==> src/rtl/wb_port_arbiter.sv <==
// Round-robin arbiter for the single register-file write port, with a registered write stage.
// Define WBARB_PRIO0_EN to give requester 0 fixed top priority over a round-robin of the others.
module wb_port_arbiter #(
    parameter int NUM_REQ = 3,
    parameter int XLEN    = 32,
    parameter int ADDR_W  = 5,
    localparam int GNT_W  = $clog2(NUM_REQ)
) (
    input  logic                      clk,
    input  logic                      rst,
    input  logic [NUM_REQ-1:0]        req_valid,
    input  logic [NUM_REQ*ADDR_W-1:0] req_rd,
    input  logic [NUM_REQ*XLEN-1:0]   req_data,
    output logic [NUM_REQ-1:0]        req_ready,
    output logic                      rf_we,
    output logic [ADDR_W-1:0]         rf_waddr,
    output logic [XLEN-1:0]           rf_wdata,
    output logic [GNT_W-1:0]          gnt_id
);

    if (NUM_REQ < 2 || NUM_REQ > 8) begin : g_bad_num_req
        $error("wb_port_arbiter: NUM_REQ must be in 2..8");
    end

    logic [GNT_W-1:0]  rr_ptr;
    logic [GNT_W-1:0]  rr_next;
    logic [GNT_W-1:0]  gnt;
    logic              found;
    logic [ADDR_W-1:0] sel_rd;
    logic [XLEN-1:0]   sel_data;

    // Pick the first valid requester, scanning upward from rr_ptr with wrap.
    always_comb begin
        int pos;
        logic [GNT_W-1:0] pos_idx;
        // NOTE: every signal gets a default before any branch, so no latch is inferred.
        found   = 1'b0;
        gnt     = '0;
        pos     = 0;
        pos_idx = '0;
`ifdef WBARB_PRIO0_EN
        if (req_valid[0]) begin
            found = 1'b1;
        end else begin
            // Index 0 is outside the rotation; a pointer of 0 starts the scan at 1.
            for (int k = 0; k < NUM_REQ - 1; k++) begin
                pos = ((rr_ptr == '0) ? 1 : int'(rr_ptr)) + k;
                if (pos >= NUM_REQ) pos = pos - (NUM_REQ - 1);
                pos_idx = GNT_W'(pos);
                if (!found && req_valid[pos_idx]) begin
                    found = 1'b1;
                    gnt   = pos_idx;
                end
            end
        end
`else
        for (int k = 0; k < NUM_REQ; k++) begin
            pos = int'(rr_ptr) + k;
            if (pos >= NUM_REQ) pos = pos - NUM_REQ;
            pos_idx = GNT_W'(pos);
            if (!found && req_valid[pos_idx]) begin
                found = 1'b1;
                gnt   = pos_idx;
            end
        end
`endif
    end

    always_comb begin
        sel_rd   = '0;
        sel_data = '0;
        for (int i = 0; i < NUM_REQ; i++) begin
            if (GNT_W'(i) == gnt) begin
                sel_rd   = req_rd[i*ADDR_W +: ADDR_W];
                sel_data = req_data[i*XLEN +: XLEN];
            end
        end
    end

    always_comb begin
        rr_next = rr_ptr;
`ifdef WBARB_PRIO0_EN
        if (gnt != '0) rr_next = (int'(gnt) == NUM_REQ - 1) ? GNT_W'(1) : gnt + GNT_W'(1);
`else
        rr_next = (int'(gnt) == NUM_REQ - 1) ? '0 : gnt + GNT_W'(1);
`endif
    end

    // Nothing is offered while reset is held, so no transfer can complete.
    always_comb begin
        req_ready = '0;
        if (found && !rst) req_ready[gnt] = 1'b1;
    end

    // NOTE: sequential state uses non-blocking assignments so every flop samples pre-edge values.
    always_ff @(posedge clk or posedge rst) begin
        if (rst) begin
            rf_we    <= 1'b0;
            rf_waddr <= '0;
            rf_wdata <= '0;
            gnt_id   <= '0;
            rr_ptr   <= '0;
        end else if (found) begin
            rf_we    <= (sel_rd != '0);
            rf_waddr <= sel_rd;
            rf_wdata <= sel_data;
            gnt_id   <= gnt;
            rr_ptr   <= rr_next;
        end else begin
            rf_we <= 1'b0;
        end
    end

endmodule

==> config.mk <==
export PLATFORM = sky130hd
export DESIGN_NAME = wb_port_arbiter
export DESIGN_NICKNAME = d
export VERILOG_FILES = /design/src/rtl/wb_port_arbiter.sv
export SDC_FILE = /design/constraint.sdc
export NUM_CORES = 1
export LEC_CHECK = 0
export CAP_MARGIN = 20
export CORE_MARGIN = 4
export CORE_UTILIZATION = 30
export DETAILED_ROUTE_END_ITERATION = 7
export GPL_TIMING_DRIVEN = 0
export PLACE_DENSITY = 0.67
export SYNTH_ARGS = -nofsm -noshare
export SYNTH_HDL_FRONTEND = slang
export SYNTH_SLANG_ARGS = --single-unit
==> constraint.sdc <==
create_clock -name clk -period 2.9 [get_ports clk]
set_input_delay 0.29 -clock clk [delete_from_list [all_inputs] [get_ports clk]]
set_output_delay 0.29 -clock clk [all_outputs]
set_load 0.02 [all_outputs]
* After elaboration in Yosys (flattened, before gate mapping)
Index checks and enable logic that the tools add are counted.
** Word-level totals
- Bits in registers :: 42
- Output and inout port bits :: 43
- Bits of input ports :: 116
** Cells by class
- Magnitude comparators :: 8
- Muxes and demuxes :: 26
- $add $sub $neg :: 6
- Reduce and logical (&&, ||, !) cells :: 9
- Eq/ne operators :: 3
** Operators with widths (number)
- $mux 32 :: 3
- $mux 5 :: 3
- $mux 2 :: 7
- $lt 2x3->1 const B :: 4
- $mux 1 :: 8
- $bmux 1 s2 :: 3
- $ge 3x2->1 const B :: 2
- $sub 2x2->2 const B :: 3
- $reduce_bool 5->1 :: 1
- $logic_and 1x1->1 :: 4
- $add 2x1->3 const B :: 1
- $add 2x2->3 const B :: 1
- $logic_not 1->1 :: 3
- $mux 3 :: 1
- $add 2x1->2 const B :: 1
- $demux 1 s2 :: 1
- $eq 1x2->1 const A :: 1
- $eq 2x2->1 const A :: 1
- $eq 2x2->1 const B :: 1
- $ge 2x1->1 const B :: 1
- $ge 2x2->1 const B :: 1
- $logic_not 2->1 :: 1

* Longest topological paths before layout
Gate-level depths: netlist of the first run.
- Word-level depth :: 17
- Gate-level depth with buffers :: 10
- Mapped depth without buffers :: 8

* Worst setup path after synthesis of the first run
OpenSTA, ideal clock, no wires.
- Kind :: reg2out
- Start point :: register rr_ptr[0]
- End point :: output port req_ready[0]
- Stages on the path, launching flop included :: 10
- Path buffers :: 2
- Data arrival time :: 2.575 ns
- Required time :: 2.610 ns
- Slack :: 0.035 ns
- Cell sequence :: dfrtp_1 -> inv_1 -> ha_1 -> or2_1 -> a32oi_1 -> a211oi_2 -> or2_1 -> buf_6 -> buf_6 -> nor4_1
** Between the ends
- Word-level cells in the longest chain between the ends :: 16
** Ends and longest elaborated chain
- from (decl) :: RTL line 25 : logic [GNT_W-1:0] rr_ptr;
- from (signal assigned) :: RTL line 108 : rr_ptr <= rr_next;
- parallel branches: the longest is 15 deep, another holds $add 2x1->3
- $mux 3 * :: RTL line 92 : if (found && !rst) req_ready[gnt] = 1'b1;
- to (decl) :: RTL line 14 : output logic [NUM_REQ-1:0] req_ready,
Every way passes the cells marked *. The select of a mux whose other input is x is not followed.

* Worst setup path after layout of the first run
Ends and elaborated chain as after synthesis.

==> flow_summary_export.csv, run 1 <==
group,metric,value,unit
grt,grt_max_degree,34,
clocking,hold_buffers,0,
critical_path,critPathMaxFanout,10,
route,routed_wl,9310,um
cells_and_area,n_antenna_cell,0,
synthesis,synth-seq-cells,42,
power,power.share.clock,0.067,
power,cellLeakagePower,1.92,nW
timing,worst_pin_slew,0.547,ns
cells_and_area,finish.net_count,570,
placed_design,placedCellCount,541,
synthesis,async_flop_share,1.00,
placed_design,place_worst_setup_slack,-0.572,ns
timing,clock_skew,0.00564,ns
die,die_w,101,um
die,fp.coreArea,8340,um2
clocking,clock_sinks,42,
cells_and_area,multi_input_area,1490,um2
cells_and_area,regArea,1050,um2
outcome,status,"completed",
die,die_height,101,um
power,power_frac_seq,0.201,
clocking,cts_tree,"built",
timing,min_period,2.80,ns
cells_and_area,area_growth,74.7,%
route,vias,2749,
timing,final_hold_viol_count,0,
synthesis,syn_nets,397,
clocking,clk_pin_slew_worst_paths,0.08,ns
cells_and_area,drive_gt1_frac,0.149,
grt,grt_overflow,0,
synthesis,synth_edf_count,0,
hold_path,hp-class,"in2async",
critical_path,start_kind,"flop",
critical_path,rr_startpoint,"rr_ptr[0]",
power,pwr-share-comb,0.732,
power,power.density,1190,nW/um2
clocking,cts_buffer_depth,2,
synthesis,synthFlopType,"dfrtp_1",
die,start_util,0.313,
die,die_area,10300,um2
power,peakVddDrop,407,uV
timing,whs,0.388,ns
clocking,clk-insertion-delay-late,0.29,ns
cells_and_area,final_cells,555,
placed_design,gp_congestion,0.766,
placed_design,dp_hpwl,7100,um
grt,track_usage,0.182,
timing,max-slew-margin-rel,0.635,
clocking,root_buffer,"clkbuf_8",
route,wl_per_cell,16.8,um
route,firstDrtPassIters,4,
synthesis,yosysWarnings,0,
die,io_pins,159,
cells_and_area,n_fill_cell,784,
job,maxCapViolations,0,
critical_path,r2r_setup_slack,0.29,ns
critical_path,critPathKind,"reg2out",
timing,rsz0062_at_grt,"false",
timing,setup_violations,0,
grt,grt_pass1_vias,2966,
clocking,cts_buffers,5,
cells_and_area,final_common_cell,"clkdlybuf4s50_1",
power,p_int,2.95,mW
critical_path,critPathRequiredTime,2.61,ns
synthesis,synthCells,277,
clocking,cts.htree.levels,2,
route,drtIter0Drc,57,
timing,fmax,0.357,GHz
synthesis,ys_seq_area_frac,0.402,
placed_design,port_buffers,158,
timing,slew_viol_final,0,
route,avgViaCountPerCell,4.95,
critical_path,r2r-end,"rf_wdata[13]",
timing,timing.final.crit_share,0.965,
grt,grt_pass1_wl,14800,um
die,num_rows,33,
route,ant_nets,0,
power,swShare,0.455,
timing,fin_ws,0.102,ns
synthesis,avgSynthCellArea,9.43,um2
critical_path,worstPathArrival,2.51,ns
power,p_sw,2.46,mW
grt,antenna_found_initial,0,
critical_path,reg2reg_depth,12,
critical_path,end_kind,"output pin",
synthesis,synth_area,2610,um2
route,route.detailed.drc,0,
synthesis,synthDistinctLibCells,36,
cells_and_area,final_cell_mix,"clkdlybuf4s50_1 (155), nand2_1 (48), dfrtp_1 (41)",
==> how the worst max path moves through the flow <==
stage              start           end  slack (ns)  depth (start not counted)
6_report       rr_ptr[0]  req_ready[0]        0.10                          9
2_1_floorplan  rr_ptr[0]  req_ready[0]        0.04                          9
3_3_place_gp   rr_ptr[0]  req_ready[0]       -0.50                          9
3_5_place_dp   rr_ptr[0]  req_ready[2]       -0.57                          9
4_1_cts        rr_ptr[0]  req_ready[0]        0.02                         10
5_1_grt        rr_ptr[0]  req_ready[0]        0.01                          9
==> layout make-up <==
type / count / area share
plain buffers: 18 / 0.0313
clock buffers: 7 / 0.0167
inverters: 4 / 0.00329
multi-input cells: 212 / 0.326
flip-flops and latches: 42 / 0.231
well taps: 105 / 0.0288
repair buffers: 167 / 0.363
==> flip-flops by register name (all words and copies together), names as in the netlist <==
register,count
gnt_id,2
rf_wdata,32
rf_we,1
rr_ptr,2
rf_waddr,5
==> critical path: stages (launching register included) <==
cell      delay, ns
dfrtp_1        0.41
inv_2          0.07
ha_4           0.32
and2b_2        0.23
or2_1          0.26
a31o_4         0.26
clkbuf_8       0.16
buf_4          0.20
nor4_4         0.13
buf_4          0.18
==> cells in the mapped netlist (all sizes together) (2+ instances only) <==
library cell	n	area (um2)
nor2b	3	18.8
o41ai	14	123
nor2	29	109
o21ai	26	130
nor3	14	70.1
nor4	3	18.8
a31oi	2	18.8
mux2i	27	270
mux2	23	259
clkbuf	11	71.3
buf	8	63.8
and2b	2	17.5
ha	4	50.1
dfrtp	42	1050
or2	3	18.8
inv	4	15.0
nand2	48	180
==> cell families after synthesis <==
| logic type | share of synthesized area |
|---|---|
| AND/OR/NAND/NOR | 0.180 |
| AO/OA/AOI/OAI | 0.138 |
| multiplexers | 0.203 |
| flip-flops | 0.402 |
| buffers and inverters | 0.0575 |
| adder cells (fa/ha/maj) | 0.0192 |
==> through the flow <==
stage          area [um2]  utilization  setup TNS [ns]  total power [mW]
3_3_place_gp         4320        0.518           -1.05              4.77
5_1_grt              4560        0.547               0              5.85
6_report             4560        0.547               0              5.41
4_1_cts              4530        0.543               0              5.43
3_5_place_dp         4340        0.521           -1.24              4.85
2_1_floorplan        2610            -               0              3.44
==> power by group through the flow <==
stage / clock network (mW) / registers (mW) / logic (mW)
floorplan: 0 / 1.44 / 2.00
global placement: 0 / 1.08 / 3.69
detailed placement: 0 / 1.09 / 3.75
CTS: 0.379 / 1.09 / 3.96
global route: 0.398 / 1.13 / 4.32
finish: 0.362 / 1.09 / 3.96
==> metal layers <==
layer  part of all wire  up-vias  track usage  wire (um)
li1                   -     1334            -          -
met1               0.41     1297        0.224       3780
met2               0.49      109        0.313       4530
met3              0.097        9       0.0572        901
met4              0.011        0       0.0389        107
met5                  0        -            0          0
==> repair_timing <==
item,CTS,global route
pin swaps,4,5
gates resized for setup,24,11
endpoints found under the setup margin,6,3
setup buffers,6,2
No activity file was read; power rests on OpenSTA's default activity.
==> inputs of run 2 (changes only) <==
clock period = 3.6 ns   (was 2.9 ns; I/O delays follow)
==> run 2 against run 1 <==
- first-iteration DRC count is 7.0% higher
- critical path depth stayed put
- combinational power is 24% lower
- clock power is 19% lower
- routed wire length is 3.3% lower
- hold slack better by 0.013 ns
- sequential cell count stayed put
- clock skew is 0.00069 ns higher
- worst setup slack better by 0.11 ns
- die area stayed put
- utilization is 1.4 points lower
- final cell count is 1.3% lower
- critical endpoint is now req_ready[2]
- largest cell class unchanged
- highest routed layer unchanged
==> flow_summary_export.csv, run 2 (same netlist as run 1, synthesis figures left out) <==
group,metric,value,unit
clocking,cts_buffer_depth,2,
cells_and_area,largest_register,"rf_wdata",
die,io_pins,159,
cells_and_area,largest_reg_flops,32,
cells_and_area,finish.net_count,563,
critical_path,critPathMaxFanout,10,
route,drtIter0Drc,61,
clocking,cts_tree,"built",
timing,whs,0.401,ns
grt,grt_max_degree,34,
critical_path,end_kind,"output pin",
cells_and_area,area_growth,70.1,%
cells_and_area,multi_input_area,1430,um2
timing,worst_pin_slew,0.538,ns
critical_path,critPathRequiredTime,3.24,ns
route,avgViaCountPerCell,4.93,
timing,timing.final.crit_share,0.941,
clocking,root_buffer,"clkbuf_8",
cells_and_area,drive_gt1_frac,0.115,
cells_and_area,final_cell_mix,"clkdlybuf4s50_1 (157), nand2_1 (48), dfrtp_1 (42)",
die,fp.coreArea,8340,um2
clocking,clock_sinks,42,
critical_path,start_kind,"flop",
die,die_height,101,um
timing,slew_viol_final,0,
outcome,status,"completed",
timing,rsz0062_at_grt,"false",
power,peakVddDrop,332,uV
placed_design,dp_hpwl,7100,um
cells_and_area,final_cells,548,
critical_path,r2r_setup_slack,0.85,ns
grt,grt_overflow,0,
clocking,clk-insertion-delay-late,0.29,ns
route,highest_layer,"met4",
power,power.density,938,nW/um2
timing,setup_violations,0,
critical_path,critPathKind,"reg2out",
hold_path,hp-class,"in2async",
job,maxCapViolations,0,
clocking,cts.htree.levels,2,
grt,antenna_found_initial,0,
cells_and_area,n_antenna_cell,0,
grt,grt_pass1_wl,14500,um
power,cellLeakagePower,1.86,nW
route,drt-met1-wl,3680,um
die,die_w,101,um
critical_path,worstPathArrival,3.03,ns
timing,min_period,3.39,ns
timing,max-slew-margin-rel,0.641,
placed_design,placement.cell_area,4340,um2
timing,final_hold_viol_count,0,
placed_design,gp_congestion,0.766,
grt,track_usage,0.178,
placed_design,placedCellCount,541,
die,num_rows,33,
clocking,hold_buffers,0,
die,start_util,0.313,
cells_and_area,regArea,1050,um2
grt,grt_pass1_vias,2911,
cells_and_area,final_common_cell,"clkdlybuf4s50_1",
route,routed_wl,9010,um
cells_and_area,reg.largest.list,"rf_wdata: 32 flops, rf_waddr: 5 flops",
clocking,cts_setup_buffers,0,
route,wl_met3,856,um
route,met2_length,4360,um
placed_design,port_buffers,158,
cells_and_area,post-route-cell-area,4440,um2
route,route.detailed.drc,0,
die,die_area,10300,um2
route,wl_per_cell,16.4,um
route,vias,2701,
timing,setup_tns,0,ns
timing,fmax,0.295,GHz
route,firstDrtPassIters,4,
timing,clock_skew,0.00633,ns
route,ant_nets,0,
cells_and_area,n_fill_cell,782,
cells_and_area,fin_util,0.532,
clocking,clk_pin_slew_worst_paths,0.09,ns
clocking,cts_buffers,5,
run 2: per-stage QoR:
step | power (mW) | setup slack [ns]
after global routing | 4.52 | 0.0216
final | 4.16 | 0.213
after CTS | 4.21 | 0.0484
after detailed placement | 3.91 | 0.0580
after global placement | 3.85 | 0.125
after floorplan | 2.77 | 0.665
run 2: metal layers:
layer / track usage / up-vias
li1: - / 1319
met1: 0.223 / 1276
met2: 0.302 / 97
met3: 0.0565 / 9
met4: 0.0389 / 0
met5: 0 / -
run 2: path summary, 6_finish.rpt:
check,endpoint,start,cells after the start
min reg2reg,rf_wdata[25],rf_wdata[25],2
min in group clk,rf_wdata[25],rf_wdata[25],2
max reg2reg,rf_wdata[4],rr_ptr[0],10
max,req_ready[2],rr_ptr[0],9
min,gnt_id[1],rst,2
max in group asynchronous,rf_wdata[9],rst,3
run 2: power breakdown:
| part | internal [mW] | switching [mW] | leakage, nW |
|---|---|---|---|
| clock network | 0.134 | 0.158 | 0.0383 |
| registers | 0.746 | 0.126 | 0.499 |
| logic | 1.38 | 1.62 | 1.32 |
| total | 2.26 | 1.91 | 1.86 |
run 2: worst max-delay path, cell delays in order (launching register included):
cell,delay (ns)
dfrtp_1,0.39
inv_1,0.09
ha_1,0.41
or2_1,0.27
a32oi_1,0.29
a211oi_2,0.14
nor2_1,0.16
buf_2,0.34
nor3_1,0.09
clkdlybuf4s50_1,0.55
run 2: timing repair:
| item | 4_1_cts | 5_1_grt |
|---|---|---|
| gates resized for setup | 4 | 4 |
| cloned | 0 | 0 |
| hold endpoints to repair | 0 | 0 |
| endpoints found under the setup margin | 2 | 2 |
run 2: area by class of cell:
class / count / share of cell area
buffer: 19 / 0.0316
clock buffer: 7 / 0.0172
inverter: 4 / 0.00338
multi-input combinational: 212 / 0.321
sequential: 42 / 0.237
tap: 105 / 0.0296
timing repair buffer: 159 / 0.360
